[src/rtl/sb_cfg_pkg.sv]
// ---------------------------------------------------------------------------
// sb_cfg_pkg
// Shared definitions for the horizontal-channel switch block:
//   - SEL_BITS    : select bits per output track (fixed 4:1 encoding)
//   - SEL_*       : select codes (off / straight / i+1 / i-1)
//   - cfg_state_e : configuration controller states
//   - cfg_bits()  : configuration chain length for a given channel width
// ---------------------------------------------------------------------------
package sb_cfg_pkg;

    localparam int SEL_BITS = 2;

    localparam logic [SEL_BITS-1:0] SEL_OFF      = 2'd0;
    localparam logic [SEL_BITS-1:0] SEL_STRAIGHT = 2'd1;
    localparam logic [SEL_BITS-1:0] SEL_INC      = 2'd2;
    localparam logic [SEL_BITS-1:0] SEL_DEC      = 2'd3;

    typedef enum logic [1:0] {
        IDLE   = 2'd0,
        SHIFT  = 2'd1,
        FULL   = 2'd2,
        COMMIT = 2'd3
    } cfg_state_e;

    // Two sides, each with chan_w tracks of SEL_BITS select bits.
    function automatic int cfg_bits(input int chan_w);
        return 2 * SEL_BITS * chan_w;
    endfunction

endpackage

[src/rtl/sb_track_mux4.sv]
// ---------------------------------------------------------------------------
// sb_track_mux4
// One 4:1 output-track selector.
//   sel_i      : select code (SEL_OFF / SEL_STRAIGHT / SEL_INC / SEL_DEC)
//   straight_i : opposite-side track i
//   inc_i      : opposite-side track (i+1) mod W
//   dec_i      : opposite-side track (i-1) mod W
//   out_o      : driven output track (0 when off)
// ---------------------------------------------------------------------------
module sb_track_mux4
    import sb_cfg_pkg::*;
(
    input  logic [SEL_BITS-1:0] sel_i,
    input  logic                straight_i,
    input  logic                inc_i,
    input  logic                dec_i,
    output logic                out_o
);

    always_comb begin
        out_o = 1'b0;
        unique case (sel_i)
            SEL_OFF:      out_o = 1'b0;
            SEL_STRAIGHT: out_o = straight_i;
            SEL_INC:      out_o = inc_i;
            SEL_DEC:      out_o = dec_i;
            default:      out_o = 1'b0;
        endcase
    end

endmodule

[src/rtl/sb_chanx_cfg.sv]
// ---------------------------------------------------------------------------
// sb_chanx_cfg
// Horizontal-channel switch block with a double-buffered serial config chain.
//   prog_clk        : clock
//   pReset_n        : synchronous active-low reset
//   ccff_head       : serial config data in
//   ccff_en         : chain shift enable
//   ccff_tail       : serial config data out (last chain bit, registered)
//   cfg_commit      : pulse to copy the chain into the active register
//   cfg_full        : exactly CFG_BITS bits shifted since last commit/reset
//   cfg_done        : one-cycle pulse the cycle after a successful commit
//   cfg_err         : sticky flag, a commit was rejected
//   chanx_left_in   : left-side incoming tracks
//   chanx_right_in  : right-side incoming tracks
//   chanx_left_out  : left-side outgoing tracks  (sourced from right_in)
//   chanx_right_out : right-side outgoing tracks (sourced from left_in)
// Routing is combinational from the active register only, so shifting new
// configuration never disturbs live routing until the commit edge.
// ---------------------------------------------------------------------------
module sb_chanx_cfg
    import sb_cfg_pkg::*;
#(
    parameter int CHAN_W = 32
) (
    input  logic              prog_clk,
    input  logic              pReset_n,
    input  logic              ccff_head,
    input  logic              ccff_en,
    output logic              ccff_tail,
    input  logic              cfg_commit,
    output logic              cfg_full,
    output logic              cfg_done,
    output logic              cfg_err,
    input  logic [CHAN_W-1:0] chanx_left_in,
    input  logic [CHAN_W-1:0] chanx_right_in,
    output logic [CHAN_W-1:0] chanx_left_out,
    output logic [CHAN_W-1:0] chanx_right_out
);

    localparam int CFG_BITS = cfg_bits(CHAN_W);
    localparam int CNT_W    = $clog2(CFG_BITS + 1);
    localparam logic [CNT_W-1:0] CNT_MAX = CNT_W'(CFG_BITS);

    logic [CFG_BITS-1:0] chain_q, chain_d;
    logic [CFG_BITS-1:0] active_q;
    logic [CNT_W-1:0]    cnt_q, cnt_d;
    cfg_state_e          state_q;
    logic                done_q;
    logic                err_q;
    logic                commit_ok;
    logic                commit_bad;

    // A commit is only honoured from FULL with no coincident shift.
    always_comb begin
        commit_ok  = cfg_commit && !ccff_en && (state_q == FULL);
        commit_bad = cfg_commit && !commit_ok;

        chain_d = chain_q;
        if (ccff_en) begin
            chain_d = {chain_q[CFG_BITS-2:0], ccff_head};
        end

        // Saturating count; extra shifts still move data through the chain.
        cnt_d = cnt_q;
        if (commit_ok) begin
            cnt_d = '0;
        end else if (ccff_en && (cnt_q != CNT_MAX)) begin
            cnt_d = cnt_q + 1'b1;
        end
    end

    always_ff @(posedge prog_clk) begin
        if (!pReset_n) begin
            chain_q  <= '0;
            active_q <= '0;
            cnt_q    <= '0;
            state_q  <= IDLE;
            done_q   <= 1'b0;
            err_q    <= 1'b0;
        end else begin
            chain_q <= chain_d;
            cnt_q   <= cnt_d;
            done_q  <= commit_ok;
            if (commit_bad) begin
                err_q <= 1'b1;
            end
            // Active routing switches on the same edge that accepts the commit.
            if (commit_ok) begin
                active_q <= chain_q;
            end

            unique case (state_q)
                IDLE: begin
                    if (ccff_en) begin
                        state_q <= (cnt_d == CNT_MAX) ? FULL : SHIFT;
                    end
                end
                SHIFT: begin
                    if (cnt_d == CNT_MAX) begin
                        state_q <= FULL;
                    end
                end
                FULL: begin
                    if (commit_ok) begin
                        state_q <= COMMIT;
                    end
                end
                COMMIT: begin
                    // A shift arriving during the done cycle starts a new load.
                    if (ccff_en) begin
                        state_q <= (cnt_d == CNT_MAX) ? FULL : SHIFT;
                    end else begin
                        state_q <= IDLE;
                    end
                end
                default: state_q <= IDLE;
            endcase
        end
    end

    assign ccff_tail = chain_q[CFG_BITS-1];
    assign cfg_full  = (state_q == FULL);
    assign cfg_done  = done_q;
    assign cfg_err   = err_q;

    for (genvar gi = 0; gi < CHAN_W; gi++) begin : g_track
        localparam int INC_IDX = (gi + 1) % CHAN_W;
        localparam int DEC_IDX = (gi + CHAN_W - 1) % CHAN_W;

        sb_track_mux4 u_right_mux (
            .sel_i      (active_q[SEL_BITS*gi +: SEL_BITS]),
            .straight_i (chanx_left_in[gi]),
            .inc_i      (chanx_left_in[INC_IDX]),
            .dec_i      (chanx_left_in[DEC_IDX]),
            .out_o      (chanx_right_out[gi])
        );

        sb_track_mux4 u_left_mux (
            .sel_i      (active_q[SEL_BITS*CHAN_W + SEL_BITS*gi +: SEL_BITS]),
            .straight_i (chanx_right_in[gi]),
            .inc_i      (chanx_right_in[INC_IDX]),
            .dec_i      (chanx_right_in[DEC_IDX]),
            .out_o      (chanx_left_out[gi])
        );
    end

endmodule

[config.mk]
export PLATFORM = sky130hd
export DESIGN_NAME = sb_chanx_cfg
export DESIGN_NICKNAME = d
export VERILOG_FILES = /design/src/rtl/sb_cfg_pkg.sv /design/src/rtl/sb_track_mux4.sv /design/src/rtl/sb_chanx_cfg.sv
export SDC_FILE = /design/constraint.sdc
export NUM_CORES = 1
export LEC_CHECK = 0
export CORE_MARGIN = 3
export CORE_UTILIZATION = 55
export DETAILED_ROUTE_END_ITERATION = 10
export MAX_ROUTING_LAYER = met4
export PLACE_DENSITY = 0.78
export SLEW_MARGIN = 20
export SYNTH_ARGS = -nofsm -noshare
export SYNTH_HDL_FRONTEND = slang
export SYNTH_SLANG_ARGS = --single-unit
[constraint.sdc]
create_clock -name prog_clk -period 4.42 [get_ports prog_clk]
set_clock_uncertainty 0.15 [all_clocks]
set_input_delay 0.884 -clock prog_clk [delete_from_list [all_inputs] [get_ports prog_clk]]
set_output_delay 0.884 -clock prog_clk [all_outputs]
set_load 0.02 [all_outputs]
==> results.md <==
* Status: complete, no violations
* HPWL after DPL at roughly 15 mm
* Routed WL at 22.7 mm
* Layout cells sized above 1 at approximately 8.8%
* Peak supply drop at roughly 0.25 mV
* CTS resizes at 0
* CP arrival at 2.56 ns
* Clk buf depth at 3
* Design Area, Final at around 14000 um2
* Die Area at around 24000 um2
* Die Ht at roughly 150 um
* Max cap viols at 0
* Average wire per standard cell at 13.4 um
* Clock Latency Late Sink at approximately 0.52 ns
* Setup TNS at 0 ns
* RSZ-0062 raised after global routing: no
* Slew headroom at roughly 33%
* Period Utilization, post-route at between 80 and 90%
* Seq/Total Area, Yosys at between 40 and 50%
* Syn Nets at between 1000 and 1500
* Root Driver: clkbuf_16
* R2R Path Start: state_q[1]$_SDFFE_PN0P_
* Antenna Cells at 0
* Critical path endpoint: chanx_right_out[31]
* Clk pin slew, worst setup/hold paths at 0.06 ns
* # DRC at 0
* Ys async rst share at 0%
* Top Usage Layer GRT: met2
* Final GP Congestion at between 0.7 and 0.8
* Synth top area cells: dfxtp_1, nand2_1, mux2i_1, a21boi_0, nor2b_1
* R2R Path End: active_q[8]$_SDFFE_PN0N_
* Postcts setup bufs at 0
* Crit path cell chain: clkdlybuf4s50_1 > mux2_2 > nand2_1 > o21ai_0 > clkdlybuf4s50_1
* Post-synth EDFFs at 0
* CTS sink count at 268
* Final WS setup at 0.823 ns
* Placement Cell Area at approximately 13000 um2
* CTS H-tree depth at 1
* Die Span X at about 150 um
* Area growth syn-to-layout at 15.4%
* Initial DRT Pass Iterations at 4
* Initial antenna violation count at 0
* R2r worst-path depth at 7
* PnR Total Power at around 5000 uW
* Pin count of the biggest net entering global routing at roughly 140
* Met1 usage at 25.6%
* Setup Viol. Count Final at 0
* Synth cell count leaders: nand2_1, dfxtp_1, mux2i_1, nor2b_1, a21boi_0
* GRT Util Overall at between 10% and 20%
* Met2 Resource Use GR at 31.7%
* Flop2flop setup slack at 2.10 ns
* Startpoint Class: input port
* Final min period at 3.60 ns
* FILL cells at 1798
* Synthesized area per cell at 8.88 um2
* GR Util met3 at 2.66%
* Final nets at 1467
* Final Hold Vio Count at 0
* Slowest cell on the critical path: clkdlybuf4s50_1
* CTS tree: built
* Grt ovf at 0
* Crit Path Category: input port to primary output
* Vias per cell at around 5
* Setup WS pre-CTS at 0.814 ns
* Iter 0 DRT Violations at between 400 and 500
* Critical path launch point: chanx_left_in[31]
* Number of cells produced by synthesis at roughly 1400
* CTS Hold Buffers Added at 0
* Worst hold path type: register to register
* Core area at 21300 um2
* First-pass GRT wire length at about 39 mm
* Top-area cell type share of the netlist area at 44.4%
* Warnings from Yosys at 0
* Initial Utilization at between 50% and 60%
* Dominant synthesized flop cell: dfxtp_1
* Power Density at 352 nW/um2
* Mapped Area at roughly 12000 um2
* F_max at 278 MHz
* Row cnt at 53
* Most numerous cell in the Yosys netlist: nand2_1
* Largest area contributor in the netlist: dfxtp_1
* Io pins at about 140
* Final antenna-violating net count at 0
* Fin. max-slew vios at 0
* Vias in the first global route at 8349
* Num CTS Buffers at 27
* CP dominant cell by count: clkdlybuf4s50_1
* LEAKAGE at roughly 0.0048 uW
* I/O Buffers at between 100 and 150
* Worst-margin pin slew at between 1 and 1.5 ns
* Synth cell types at 37
* Synthesized flop and latch total at 268
* CP max stage delay at between 0.6 and 0.7 ns
* Via count at roughly 8700
* Worst path required time at ~3.4 ns
* Critical path peak fanout at 3
* Crit end category: primary output
[per-stage QoR]
| step | utilization (%) | hold WS (ns) | instances |
|---|---|---|---|
| detailed placement | 61.4 | 0.315 | 1642 |
| floorplan | - | 0.293 | 1362 |
| global route | 65.5 | 0.344 | 1691 |
| CTS | 65.5 | 0.323 | 1691 |
| global placement | 61.4 | 0.309 | 1642 |
| finish | 65.5 | 0.320 | 1691 |
[registers in the layout, summed over array words and instances (netlist names)]
register  count
cfg_err       1
active_q    128
cnt_q         8
chain_q     128
cfg_done      1
state_q       2
[worst min-delay path by stage]
| stage | from | to | slack [ns] | depth (start not counted) |
|---|---|---|---|---|
| 6_report | chain_q[123]$_SDFFE_PN0P_ | active_q[123]$_SDFFE_PN0N_ | 0.32 | 2 |
| 3_3_place_gp | chain_q[124]$_SDFFE_PN0P_ | active_q[124]$_SDFFE_PN0N_ | 0.31 | 2 |
| 5_1_grt | chain_q[122]$_SDFFE_PN0P_ | active_q[122]$_SDFFE_PN0N_ | 0.34 | 2 |
| 4_1_cts | chain_q[121]$_SDFFE_PN0P_ | active_q[121]$_SDFFE_PN0N_ | 0.32 | 2 |
| 2_1_floorplan | chain_q[120]$_SDFFE_PN0P_ | active_q[120]$_SDFFE_PN0N_ | 0.29 | 2 |
| 3_5_place_dp | chain_q[123]$_SDFFE_PN0P_ | active_q[123]$_SDFFE_PN0N_ | 0.32 | 2 |
[layout by cell type (no fill, tap or decap), types with 4 or more instances in the layout]
cell type / instances
a21boi_0: 120
a21boi_1: 8
buf_4: 4
clkbuf_1: 4
clkbuf_16: 27
clkbuf_8: 4
clkdlybuf4s50_1: 134
clkinv_2: 7
clkinvlp_4: 4
dfxtp_1: 268
inv_1: 5
mux2_2: 65
mux2i_1: 129
nand2_1: 391
nor2_1: 12
nor2b_1: 129
o21ai_0: 64
xnor2_1: 4
[cells by family after synthesis]
logic type               after synthesis  share of synthesized area (%)
multiplexers                         194                           16.7
adder cells (fa/ha/maj)                2                          0.207
buffers and inverters                142                           6.90
AND/OR/NAND/NOR                      550                           20.3
flip-flops                           268                           44.4
AO/OA/AOI/OAI                        199                           11.0
XOR/XNOR                               7                          0.507
[per-layer routing]
metal	share of wire, %	wire length, um
met1	49	11100
met2	46	10300
met3	3.9	879
met4	1.5	337
met5	0	0
[worst max-delay path, delay by kind of cell]
family | cells | cell delay [ns]
AND/OR/NAND/NOR | 1 | 0.05
multiplexers | 1 | 0.22
AO/OA/AOI/OAI | 1 | 0.14
buffers and inverters | 2 | 1.26
[report_power, final]
part	total, uW	internal, uW	switching, uW
Sequential	2420	2420	4.39
Clock	2240	1310	927
Combinational	244	140	104
[final cells by class]
cell class	instances	area (um2)	share of cell area, %
clock buffers	35	746	5.35
clock inverters	14	134	0.960
inverters	5	18.8	0.135
multi-input cells	952	5910	42.4
flip-flops and latches	268	5370	38.5
well taps	275	344	2.47
repair buffers	142	1430	10.3
No activity file was read; power rests on OpenSTA's default activity.
